--- src/rtl/timekeeper_ctrl_if.sv ---
// Signal bundle between the wall-clock controller and its surroundings.
// The board switches come in as plain levels. The time fields, LED image
// and pulse/status flags go out, along with a debug copy of the mode state.
//
// Signalling: there is no valid/ready handshake on this bundle.
//  - clock_on, hour_set, minute_set and time_set are levels. They are
//    sampled on every rising clk edge.
//  - seconds, minutes, hours, leds and set_err are registered levels.
//  - sec_tick and day_tick are single-cycle registered pulses.
//  - state_dbg encodes the mode as 0=PAUSE, 1=RUN, 2=SET_H, 3=SET_M.
interface timekeeper_ctrl_if;
    logic        clock_on;
    logic        hour_set;
    logic        minute_set;
    logic [5:0]  time_set;
    logic [5:0]  seconds;
    logic [5:0]  minutes;
    logic [4:0]  hours;
    logic [16:0] leds;
    logic        sec_tick;
    logic        day_tick;
    logic        set_err;
    logic [1:0]  state_dbg;

    // Switch side: drives the controls and observes the time.
    modport master (
        output clock_on, hour_set, minute_set, time_set,
        input  seconds, minutes, hours, leds, sec_tick, day_tick, set_err,
               state_dbg
    );

    // Controller side.
    modport slave (
        input  clock_on, hour_set, minute_set, time_set,
        output seconds, minutes, hours, leds, sec_tick, day_tick, set_err,
               state_dbg
    );
endinterface

--- src/rtl/timekeeper_ctrl.sv ---
// Wall-clock controller.
// It divides clk down to a once-per-second enable, then advances
// seconds/minutes/hours with carry. It also owns the hour/minute set modes.
// Everything runs on clk alone. The mode register and every counter update
// are registered, so a switch change takes two cycles to reach the outputs.
module timekeeper_ctrl #(
    parameter int TICKS_PER_SEC = 32768,
    parameter int PRESCALE_W    = 15
) (
    input  logic             clk,
    input  logic             rstn,
    timekeeper_ctrl_if.slave bus
);

    typedef enum logic [1:0] {
        ST_PAUSE = 2'd0,
        ST_RUN   = 2'd1,
        ST_SET_H = 2'd2,
        ST_SET_M = 2'd3
    } state_t;

    localparam logic [PRESCALE_W-1:0] PRESC_MAX  = PRESCALE_W'(TICKS_PER_SEC - 1);
    localparam logic [PRESCALE_W-1:0] PRESC_ZERO = '0;
    localparam logic [PRESCALE_W-1:0] PRESC_ONE  = PRESCALE_W'(1);

    state_t                state_q, state_d;
    logic [PRESCALE_W-1:0] presc_q, presc_d;
    logic [5:0]            sec_q, sec_d;
    logic [5:0]            min_q, min_d;
    logic [4:0]            hr_q, hr_d;
    logic                  sec_tick_q, sec_tick_d;
    logic                  day_tick_q, day_tick_d;
    logic                  set_err_q, set_err_d;

    // Mode register. Reset parks the clock in PAUSE.
    always_ff @(posedge clk) begin
        if (!rstn) begin
            state_q <= ST_PAUSE;
        end else begin
            state_q <= state_d;
        end
    end

    // Mode selection is re-evaluated every cycle. Set switches win over
    // run/pause, and hour_set wins over minute_set.
    always_comb begin
        state_d = ST_PAUSE;
        if (bus.hour_set) begin
            state_d = ST_SET_H;
        end else if (bus.minute_set) begin
            state_d = ST_SET_M;
        end else if (bus.clock_on) begin
            state_d = ST_RUN;
        end
    end

    // Next counter values, computed from the registered mode.
    // Pulses and set_err default low, so they last for exactly one cycle
    // unless this cycle raises them again.
    always_comb begin
        presc_d    = presc_q;
        sec_d      = sec_q;
        min_d      = min_q;
        hr_d       = hr_q;
        sec_tick_d = 1'b0;
        day_tick_d = 1'b0;
        set_err_d  = 1'b0;
        case (state_q)
            ST_RUN: begin
                if (presc_q == PRESC_MAX) begin
                    presc_d    = PRESC_ZERO;
                    sec_tick_d = 1'b1;
                    if (sec_q == 6'd59) begin
                        sec_d = 6'd0;
                        if (min_q == 6'd59) begin
                            min_d = 6'd0;
                            if (hr_q == 5'd23) begin
                                hr_d       = 5'd0;
                                day_tick_d = 1'b1;
                            end else begin
                                hr_d = hr_q + 5'd1;
                            end
                        end else begin
                            min_d = min_q + 6'd1;
                        end
                    end else begin
                        sec_d = sec_q + 6'd1;
                    end
                end else begin
                    presc_d = presc_q + PRESC_ONE;
                end
            end
            ST_SET_H: begin
                // Zero the sub-second phase so that a return to RUN starts a full second.
                presc_d = PRESC_ZERO;
                sec_d   = 6'd0;
                // The compare uses all six bits, so 32..63 cannot alias to a small hour.
                if (bus.time_set < 6'd24) begin
                    hr_d = bus.time_set[4:0];
                end else begin
                    set_err_d = 1'b1;
                end
            end
            ST_SET_M: begin
                presc_d = PRESC_ZERO;
                sec_d   = 6'd0;
                if (bus.time_set < 6'd60) begin
                    min_d = bus.time_set;
                end else begin
                    set_err_d = 1'b1;
                end
            end
            default: begin
                // PAUSE: everything holds and no ticks are generated.
            end
        endcase
    end

    // Datapath registers. Reset clears the time and all flags.
    always_ff @(posedge clk) begin
        if (!rstn) begin
            presc_q    <= PRESC_ZERO;
            sec_q      <= 6'd0;
            min_q      <= 6'd0;
            hr_q       <= 5'd0;
            sec_tick_q <= 1'b0;
            day_tick_q <= 1'b0;
            set_err_q  <= 1'b0;
        end else begin
            presc_q    <= presc_d;
            sec_q      <= sec_d;
            min_q      <= min_d;
            hr_q       <= hr_d;
            sec_tick_q <= sec_tick_d;
            day_tick_q <= day_tick_d;
            set_err_q  <= set_err_d;
        end
    end

    assign bus.seconds   = sec_q;
    assign bus.minutes   = min_q;
    assign bus.hours     = hr_q;
    assign bus.leds      = {hr_q, min_q, sec_q};
    assign bus.sec_tick  = sec_tick_q;
    assign bus.day_tick  = day_tick_q;
    assign bus.set_err   = set_err_q;
    assign bus.state_dbg = state_q;

endmodule
--- src/flat_wrapper.sv ---
// flat-port wrapper written by rule: the top's interface ports become plain ports
module timekeeper_ctrl_flat 
#(
    parameter int TICKS_PER_SEC = 32768,
    parameter int PRESCALE_W    = 15
)
  (clk, rstn, bus_clock_on, bus_hour_set, bus_minute_set, bus_time_set, bus_seconds, bus_minutes, bus_hours, bus_leds, bus_sec_tick, bus_day_tick, bus_set_err, bus_state_dbg);
  timekeeper_ctrl_if bus_i ();
  input  logic clk;
  input  logic rstn;
  input wire logic [$bits(bus_i.clock_on)-1:0] bus_clock_on;
  input wire logic [$bits(bus_i.hour_set)-1:0] bus_hour_set;
  input wire logic [$bits(bus_i.minute_set)-1:0] bus_minute_set;
  input wire logic [$bits(bus_i.time_set)-1:0] bus_time_set;
  output wire logic [$bits(bus_i.seconds)-1:0] bus_seconds;
  output wire logic [$bits(bus_i.minutes)-1:0] bus_minutes;
  output wire logic [$bits(bus_i.hours)-1:0] bus_hours;
  output wire logic [$bits(bus_i.leds)-1:0] bus_leds;
  output wire logic [$bits(bus_i.sec_tick)-1:0] bus_sec_tick;
  output wire logic [$bits(bus_i.day_tick)-1:0] bus_day_tick;
  output wire logic [$bits(bus_i.set_err)-1:0] bus_set_err;
  output wire logic [$bits(bus_i.state_dbg)-1:0] bus_state_dbg;
  assign bus_i.clock_on = bus_clock_on;
  assign bus_i.hour_set = bus_hour_set;
  assign bus_i.minute_set = bus_minute_set;
  assign bus_i.time_set = bus_time_set;
  assign bus_seconds = bus_i.seconds;
  assign bus_minutes = bus_i.minutes;
  assign bus_hours = bus_i.hours;
  assign bus_leds = bus_i.leds;
  assign bus_sec_tick = bus_i.sec_tick;
  assign bus_day_tick = bus_i.day_tick;
  assign bus_set_err = bus_i.set_err;
  assign bus_state_dbg = bus_i.state_dbg;
  timekeeper_ctrl #(.TICKS_PER_SEC(TICKS_PER_SEC), .PRESCALE_W(PRESCALE_W)) u_core (.clk(clk), .rstn(rstn), .bus(bus_i));
endmodule
--- config.mk ---
export PLATFORM = sky130hd
export DESIGN_NAME = timekeeper_ctrl_flat
export DESIGN_NICKNAME = d
export VERILOG_FILES = /design/src/rtl/timekeeper_ctrl_if.sv /design/src/rtl/timekeeper_ctrl.sv /design/src/flat_wrapper.sv
export SDC_FILE = /design/constraint.sdc
export NUM_CORES = 1
export LEC_CHECK = 0
export BUFFER_PORTS_ARGS = -buffer_cell sky130_fd_sc_hd__buf_2
export CORE_MARGIN = 2
export CORE_UTILIZATION = 35
export DETAILED_ROUTE_END_ITERATION = 8
export GPL_TIMING_DRIVEN = 0
export PLACE_DENSITY_LB_ADDON = 0.2
export SYNTH_ARGS = -nofsm -noshare
export SYNTH_HDL_FRONTEND = slang
export SYNTH_SLANG_ARGS = --single-unit
export TNS_END_PERCENT = 100
--- constraint.sdc ---
create_clock -name clk -period 2 [get_ports clk]
set_input_delay 0.6 -clock clk [delete_from_list [all_inputs] [get_ports clk]]
set_output_delay 0.6 -clock clk [all_outputs]
set_load 0.01 [all_outputs]
==> summary by stage <==
Floorplan
50 I/O pins were placed. The width of the chip is 81.0 um. The starting utilization of the core area is 35.6%. The total area inside the core boundary comes to a little under 6000 um2. The die covers between 6000 and 7000 um2. The y dimension of the die is between 80 and 90 um. The row count is 28.

Routing
The vias per cell is ~5.1. The violation count after the first detailed-route iteration is between 90 and 100. The final wirelength is between 5000 and 6000 um. The number of remaining DRC errors is 0. The detailed router placed ~2000 vias in this run.

The count of nets left with antenna violations once routing finished came out at 0. The number of optimization iterations in the first detailed-route pass is 4. Dividing the detail-routed wire length by the instance count gives ~14 um.

Synth
The netlist area before placement is 2070 um2. The total number of yosys warnings is 0. After technology mapping, the gate count stands at approximately 240. In the synthesized netlist the dominant register cell turns out to be dfxtp_1. The mean area per synthesized cell is between 8 and 9 um2. Sequential cells were found to cover 35.7% of the synthesized design area. By area the synthesized netlist is led by dfxtp_1 36%, buf_4 6.5%, nor2_1 4.9%, ha_1 4.8%, a21oi_1 3.6%. The biggest area contributor in the post-synthesis netlist is dfxtp_1.

In this run, synthesis inferred 0 flip-flops with an integrated enable. The share of synthesized flip-flops with an asynchronous set or reset is 0%. Synthesis produced a netlist with a net count of about 260. The distinct cell type count of the synthesized netlist is between 50 and 60.

The proportion of netlist area held by the largest area contributor is between 30% and 40%. After synthesis the netlist holds a flip-flop and latch count of 37.

Critical path
The critical-path maximum fanout is 5. The kind of critical path is flip-flop to flip-flop. Walking the worst path, the cells encountered are nand4_1, or4_4, o31ai_4, buf_12, a21oi_1, a311oi_2.

Counting both buffers and inverters, the worst setup path holds a total of 1. The family of cells with the greatest summed delay on the critical path is simple AND/OR/NAND/NOR gates. The highest-delay cell along the critical path is or4_4. The kind of start point of the critical path is a flip-flop.

At the worst endpoint, the required time is roughly 2.2 ns. The worst setup path is captured at a flip-flop. The highest cell delay on the worst timing path is about 0.59 ns.

At the worst endpoint, the arrival time is about 2.3 ns.

STA
The transition at the pin with the smallest max-transition slack is ~0.56 ns. The final max-slew violation count is 0. The clock arrives with ~0.015 ns of skew. The setup slack of the critical path after layout is -0.0999 ns. In the finished design, the share of the clock period the worst path needs comes to 105%. The final-report setup violation count is 8. Setup repair after global routing could not meet its margin everywhere. The shortest period the worst path allows is 2.10 ns. The worst pin sits at a relative slew slack of 62.7%. The timing-limited maximum frequency is ~480 MHz. The final-report hold violation count is 0.

Placement
In this run, placement finished with an instance count of 362. The post-DP HPWL is around 3400 um. The minimum setup slack after placement is -0.227 ns. During placement, the flow inserted port buffers numbering 49. The congestion estimate from routability-driven global placement came to 0.831.

Clock network
The clock net sink count is 37. Clock-pin slew was measured on the worst setup and hold paths at approximately 0.080 ns. TritonCTS built the clock tree. The H-tree generated during clock tree synthesis spans 2 levels.

For this design, the CTS-stage hold fixing added 0 buffers. The TritonCTS buffer count is 5. The clock passes through at most 2 buffers. The root buffer cell chosen for the clock tree is clkbuf_8.

The clock reaches the later pin of the worst-skew pair after around 0.3 ns.

Flow run
The number of max-cap violations is 0.

Power
The leakage power is 1.20 nW. VDD sags by at most between 0.3 and 0.4 mV. For this design the ratio of total power to cell area is roughly 590 nW/um2.

The overall power of the completed layout is between 1.5 and 2 mW.

Final layout
Fill cells in the final layout number slightly below 600. Compared with the post-synthesis result, the final layout area differs by 32.1%. The final-stage net count is about 330. Of the cells placed in the final design, the portion with a size suffix greater than 1 is between 30% and 40%.

The number of antenna diodes is 0. Once layout is complete, the utilization of the core stands at 47.1%. The final non-filler cell total is approximately 380.

Status
The final reports fail on setup timing. The run finished, with violations left.

GRT
Global routing used between 10% and 20% of the available tracks. The initial antenna violation count is 0. The wire length of the first global-routing pass is around 8400 um.

The total congestion overflow after global routing is 0. The pin count of the biggest net entering global routing is 12. The via count of the first global-routing pass is ~1800.

Worst hold path
The tightest min-delay check is of the input port to flip-flop type.
-- repair_timing --
item | CTS | global route
setup buffers | 9 | 6
gates resized for setup | 15 | 12
pin swaps | 9 | 10
cloned | 2 | 0
endpoints found under the setup margin | 25 | 28
-- stage by stage --
stage | area (um2) | setup TNS [ns] | hold WS [ns]
after floorplan | 2080 | 0 | 0.479
after global placement | 2410 | -2.02 | 0.494
after detailed placement | 2410 | -2.83 | 0.502
after CTS | 2680 | -0.314 | 0.474
after global routing | 2740 | -1.15 | 0.487
final | 2740 | -0.276 | 0.480
-- sequential cells by signal (all words and copies together), names as in the netlist --
signal,cells
u_core.bus.day_tick,1
u_core.bus.hours,5
u_core.bus.minutes,6
u_core.bus.sec_tick,1
u_core.bus.seconds,6
u_core.bus.set_err,1
u_core.bus.state_dbg,2
u_core.presc_q,15
-- cell usage after synthesis (all sizes together), types with 2 or more instances --
cell    count
and4b       3
nand4b      3
inv         6
o31ai       2
xnor2       8
or4         3
mux2i       7
clkbuf      5
a311oi      4
nand2      18
and2        2
nor3        7
a22oi       3
o32ai       2
nand3       7
o211ai      3
ha          8
nand4       6
buf        20
a21oi      15
nand2b      2
a41o        2
a21boi      2
nor2       27
nor2b       4
xor2        7
o21ai       6
dfxtp      37
nor4        2
or2         3
-- kinds of logic (layout without fill, tap and decap cells) --
| group | Yosys count | in the layout | synth area share (%) |
|---|---|---|---|
| adders and majority gates | 8 | 8 | 4.83 |
| buffers and inverters | 31 | 101 | 9.29 |
| and+or+nand+nor | 92 | 92 | 23.7 |
| DFF | 37 | 37 | 35.7 |
| muxes | 8 | 8 | 3.92 |
| xor gates and xnor gates | 15 | 15 | 6.34 |
| AOI/OAI and AO/OA | 47 | 48 | 16.2 |
-- where the power goes --
| group | switching, mW | internal [mW] |
|---|---|---|
| Combinational | 0.155 | 0.145 |
| Sequential | 0.0308 | 0.761 |
| Clock | 0.280 | 0.242 |
| Total | 0.465 | 1.15 |
-- path summary, 6_finish.rpt --
| path | from | endpoint | slack, ns | cells past startpoint |
|---|---|---|---|---|
| worst min register to register | u_core.bus.seconds[4]$_SDFFE_PN0P_ | u_core.bus.seconds[4]$_SDFFE_PN0P_ | 0.52 | 2 |
| worst max register to register | u_core.presc_q[5]$_SDFFE_PN0P_ | u_core.bus.hours[3]$_SDFFE_PN0P_ | -0.1 | 6 |
| worst min-delay path | bus_hour_set | u_core.bus.state_dbg[0]$_SDFF_PP0_ | 0.48 | 2 |
| worst max-delay path | u_core.presc_q[5]$_SDFFE_PN0P_ | u_core.bus.hours[3]$_SDFFE_PN0P_ | -0.1 | 6 |
-- metal layers --
metal / vias to the layer above / track usage, % / wire, um
met2: 49 / 26.8 / 2440
met4: 0 / 5.93 / 76
li1: 983 / - / -
met1: 926 / 21.7 / 2480
met5: - / 0 / 0
met3: 10 / 3.22 / 241
-- final cells by class --
class / instances / area (um2) / area share, %
multi-input combinational: 171 / 1250 / 45.6
inverter: 6 / 22.5 / 0.822
timing repair buffer: 64 / 378 / 13.8
sequential: 37 / 747 / 27.3
clock buffer: 6 / 72.6 / 2.65
tap: 75 / 93.8 / 3.43
buffer: 23 / 165 / 6.03
clock inverter: 2 / 10.0 / 0.365
-- cell usage in the layout (no fill, tap or decap), types with 6 or more instances in the layout --
master,count
buf_2,49
inv_1,6
nor3_1,7
nand3_1,7
xor2_1,7
a21oi_1,13
nand2_1,18
mux2i_1,7
buf_4,30
xnor2_1,8
nor2_1,27
dfxtp_1,32
(Power assumes the default switching activity.)
